[config.mk]
export PLATFORM = sky130hd
export DESIGN_NAME = exec_mem_unit
export DESIGN_NICKNAME = d
export VERILOG_FILES = /design/src/rtl/exec_mem_unit_pkg.sv /design/src/rtl/cla_add32.sv /design/src/rtl/exec_mem_unit.sv
export SDC_FILE = /design/constraint.sdc
export NUM_CORES = 2
export LEC_CHECK = 0
export CAP_MARGIN = 20
export CELL_PAD_IN_SITES_DETAIL_PLACEMENT = 0
export CELL_PAD_IN_SITES_GLOBAL_PLACEMENT = 2
export CORE_UTILIZATION = 29
export CTS_BUF_LIST = sky130_fd_sc_hd__clkbuf_4
export DETAILED_ROUTE_END_ITERATION = 12
export PLACE_DENSITY_LB_ADDON = 0.1
export SYNTH_ARGS = -nofsm -noshare
export SYNTH_HDL_FRONTEND = slang
export SYNTH_HIERARCHICAL = 1
export SYNTH_SLANG_ARGS = --single-unit
[constraint.sdc]
create_clock -name Clk -period 13.34 [get_ports Clk]
set_input_delay 4.002 -clock Clk [delete_from_list [all_inputs] [get_ports Clk]]
set_output_delay 4.002 -clock Clk [all_outputs]
set_load 0.01 [all_outputs]
[src/rtl/exec_mem_unit_pkg.sv]
// Shared definitions for the execute/memory slice: ALU operation encodings.
package exec_mem_unit_pkg;
  localparam logic [1:0] ALU_ADD = 2'b00;
  localparam logic [1:0] ALU_SUB = 2'b01;
  localparam logic [1:0] ALU_AND = 2'b10;
  localparam logic [1:0] ALU_OR  = 2'b11;
endpackage

[src/rtl/cla_add32.sv]
// 32-bit carry-lookahead adder: eight 4-bit lookahead groups chained through
// group generate/propagate terms.
module cla_add32 (
  input  logic [31:0] x,
  input  logic [31:0] y,
  input  logic        cin,
  output logic [31:0] sum,
  output logic        cout
);
  logic [31:0] w_p;
  logic [31:0] w_g;
  logic [31:0] w_c;
  logic [7:0]  w_gp;
  logic [7:0]  w_gg;
  logic [8:0]  w_gc;

  assign w_p     = x ^ y;
  assign w_g     = x & y;
  assign w_gc[0] = cin;

  for (genvar gi = 0; gi < 8; gi++) begin : g_grp
    localparam int B = 4 * gi;
    // Bit carries inside a group come straight from the group carry-in.
    assign w_c[B]   = w_gc[gi];
    assign w_c[B+1] = w_g[B] | (w_p[B] & w_gc[gi]);
    assign w_c[B+2] = w_g[B+1] | (w_p[B+1] & w_g[B]) | (w_p[B+1] & w_p[B] & w_gc[gi]);
    assign w_c[B+3] = w_g[B+2] | (w_p[B+2] & w_g[B+1]) | (w_p[B+2] & w_p[B+1] & w_g[B])
                    | (w_p[B+2] & w_p[B+1] & w_p[B] & w_gc[gi]);
    assign w_gp[gi] = &w_p[B+3:B];
    assign w_gg[gi] = w_g[B+3] | (w_p[B+3] & w_g[B+2]) | (w_p[B+3] & w_p[B+2] & w_g[B+1])
                    | (w_p[B+3] & w_p[B+2] & w_p[B+1] & w_g[B]);
    assign w_gc[gi+1] = w_gg[gi] | (w_gp[gi] & w_gc[gi]);
  end

  assign sum  = w_p ^ w_c;
  assign cout = w_gc[8];
endmodule

[src/rtl/exec_mem_unit.sv]
// Execute/memory slice: ALU with zero flag, branch-target adder and a
// word-addressed data memory (sync write, async read, async clear).
module exec_mem_unit #(
  parameter int DEPTH = 32,
  parameter int AW    = 5
) (
  input  logic        Clk,
  input  logic        Reset,
  input  logic [31:0] a,
  input  logic [31:0] b,
  input  logic [1:0]  aluc,
  input  logic [31:0] wdata,
  input  logic        wmem,
  input  logic [31:0] pc_plus4,
  input  logic [31:0] imm_ext,
  output logic [31:0] r,
  output logic        z,
  output logic [31:0] dout,
  output logic [31:0] br_target,
  output logic        br_cout
);
  import exec_mem_unit_pkg::*;

  logic [31:0]   r_mem [DEPTH];
  logic          w_sub;
  logic [31:0]   w_b_op;
  logic [31:0]   w_addsub;
  logic          w_alu_cout;
  logic [AW-1:0] w_idx;
  logic          w_unused_bits;

  // Subtract reuses the adder as a + ~b + 1.
  assign w_sub  = (aluc == ALU_SUB);
  assign w_b_op = w_sub ? ~b : b;

  cla_add32 u_alu_add (
    .x    (a),
    .y    (w_b_op),
    .cin  (w_sub),
    .sum  (w_addsub),
    .cout (w_alu_cout)
  );

  cla_add32 u_br_add (
    .x    (pc_plus4),
    .y    ({imm_ext[29:0], 2'b00}),
    .cin  (1'b0),
    .sum  (br_target),
    .cout (br_cout)
  );

  always_comb begin
    r = '0;
    unique case (aluc)
      ALU_ADD, ALU_SUB: r = w_addsub;
      ALU_AND:          r = a & b;
      ALU_OR:           r = a | b;
      default:          r = '0;
    endcase
  end

  assign z = ~|r;

  // Byte offset and high address bits are dropped, so addresses alias.
  assign w_idx = r[AW+1:2];
  assign dout  = r_mem[w_idx];

  always_ff @(posedge Clk or negedge Reset) begin
    if (!Reset) begin
      for (int i = 0; i < DEPTH; i++) r_mem[i] <= '0;
    end else if (wmem) begin
      r_mem[w_idx] <= wdata;
    end
  end

  assign w_unused_bits = &{1'b0, r[31:AW+2], r[1:0], imm_ext[31:30], w_alu_cout};
endmodule

==> metrics.md <==
| Metric | Value |
|---|---|
| Status | completed |
| Final period util | between 90% and 100% |
| R2R Setup Slk | 12.55 ns |
| Critical path launch point type | input pin |
| Routed len/inst | around 27 µm |
| Gp weighted congestion | roughly 0.77 |
| Clock transition at path regs | about 0.050 ns |
| Die width | approximately 420 µm |
| Routed vias | approximately 35000 |
| Leakage | ~26 nW |
| Total grt overflow | 0 |
| Final WL | 186000 µm |
| Initial antenna violation count | 6 |
| Row count | approximately 150 |
| Max Freq | about 0.077 GHz |
| Die Y | ~420 µm |
| Final Setup Violations | 0 |
| Post-DP HPWL | between 100000 and 150000 µm |
| Syn avg cell area | approximately 13 µm² |
| # nets final | around 4700 |
| Worst path top cell family by delay | buffers and inverters |
| Fillers | ~17000 |
| Ys Warns | 6 |
| RSZ-0062 raised after global routing | no |
| Syn-to-layout area delta | 19.1% |
| Crit-path slowest cell | clkdlybuf4s50_1 |
| Die area | approximately 0.18 mm² |
| Pin count of the biggest net entering global routing | ~170 |
| Req. time, crit path | 9.34 ns |
| Root buffer cell | clkbuf_4 |
| Clock buffer count from CTS | between 300 and 400 |
| Dpl ws | -0.0782 ns |
| Placed cells | approximately 6400 |
| Post-route setup slack | 0.296 ns |
| Rel. slew slack | ~25% |
| Total iterations of the first detailed-routing run | 5 |
| Register area | 0.0256 mm² |
| Power per cell area | 197 mW/mm² |
| Mapped Area | a little over 0.05 mm² |
| Vias/cell | 5.08 |
| Peak supply drop | a little over 100 µV |
| Critical Path Sink Type | output port |
| GRT Util Overall | 21.2% |
| CP Buf/Inv Count | 6 |
| Crit path kind | input pin to output port |
| Port bufs | 260 |
| Post-Layout Cell Count | just under 7000 |
| Top flop regs | r_mem: 1024 flops |
| Slew @ Worst Pin | 1.12 ns |
| # IOs | around 260 |
| Vias in the first global route | between 30000 and 40000 |
| Top reg by flops | r_mem |
| Worst hold path type | flip-flop to flip-flop |
| Crit path max fanout | 21 |
| Core area | 0.174 mm² |
| Cell mode on critical path | buf_4 |
| Clk_lat worst skew | 1.31 ns |
| Worst Path Arrival | approximately 9 ns |
| Final ANT Viol Nets | 0 |
| Max-slew violations | 0 |
| Iteration-0 DRC Markers | 1910 |
| Final worst clock skew | 0 ns |
| Crit path cell chain | buf_4, nand2b_2, buf_4, xnor2_1, ha_1, a21o_1, a21oi_1, nand2_1, fa_1, inv_1, o22a_2, buf_4, nand2_1, nor2_2, buf_4, nand3_1, nor4_1, clkdlybuf4s50_1 |
| Area of the multi-input gates | 0.0237 mm² |
| Hold Buf Count CTS | 0 |
| Sink Count | 1024 |
| First-pass GRT wire length | 271000 µm |
| Max_cap viols | 0 |
| Max clock buf depth | 4 |
| Max reg flops | around 1000 |
| H-tree levels | 5 |
| Cells after Synth | ~4000 |
| Final hold viol count | 0 |
| Layout cells sized above 1 | about two fifths |
| CP peak stage delay | between 0.6 and 0.7 ns |
| Starting Density | between 20% and 30% |
| CTS tree | built |
| Crit path time final | roughly 13 ns |
| Worst hold slack | between 0.4 and 0.5 ns |
| Post-route DRC violation count | 0 |
placed cells by master, fill, tap and decap left out, drive strengths merged, types with 28 or more instances in the layout:
master,n
a21oi,128
a22oi,90
a31oi,62
buf,200
clkbuf,443
clkdlybuf4s50,257
clkinv,42
dfrtp,1024
ha,64
inv,28
maj3,30
mux2,1052
mux2i,60
mux4,114
nand2,410
nand3,100
nand4,32
nor2,93
o21ai,32
xnor2,52
power breakdown:
part           internal, mW  switching (mW)
clock                  1.55            1.40
sequential             4.49           0.680
combinational          2.08            1.72
stage by stage:
stage | instance area, µm² | utilization [%] | power (mW) | TNS (ns)
after floorplan | 50900 | - | 7.60 | 0
after global placement | 56600 | 32.5 | 8.98 | -0.0848
after detailed placement | 56800 | 32.6 | 9.07 | -0.0782
after CTS | 60300 | 34.7 | 12.1 | 0
after global routing | 60500 | 34.8 | 12.8 | 0
final | 60600 | 34.8 | 11.9 | 0
area by class of cell:
| cell class | instances | share of cell area (%) |
|---|---|---|
| Timing Repair Buffer | 459 | 7.61 |
| Antenna cell | 9 | 0.0372 |
| Clock inverter | 47 | 0.422 |
| Sequential cell | 1024 | 42.3 |
| Clock buffer | 441 | 5.47 |
| Tap cell | 2325 | 4.80 |
| Inverter | 26 | 0.176 |
| Multi-Input combinational cell | 2574 | 39.2 |
what timing repair did:
item	CTS	global route
setup endpoints to repair	1	5
pin swaps	0	0
gates resized for setup	2	6
buffers inserted	0	0
worst paths after layout:
path,start,end,cells after the start
worst min-delay path,r_mem[366],r_mem[366],1
worst min register to register,r_mem[366],r_mem[366],1
min in group asynchronous,Reset,r_mem[943],1
worst max-delay path,aluc[1],z,18
max in group asynchronous,Reset,r_mem[278],3
worst max register to register,r_mem[276],r_mem[276],1
metal layers:
| metal | up-vias | wire [µm] | track usage [%] |
|---|---|---|---|
| met2 | 773 | 86900 | 33.7 |
| met4 | 4 | 4350 | 6.22 |
| met5 | - | 23 | 0 |
| met1 | 18528 | 87400 | 29.4 |
| met3 | 309 | 7370 | 3.87 |
| li1 | 15488 | - | - |
(Power assumes the default switching activity.)
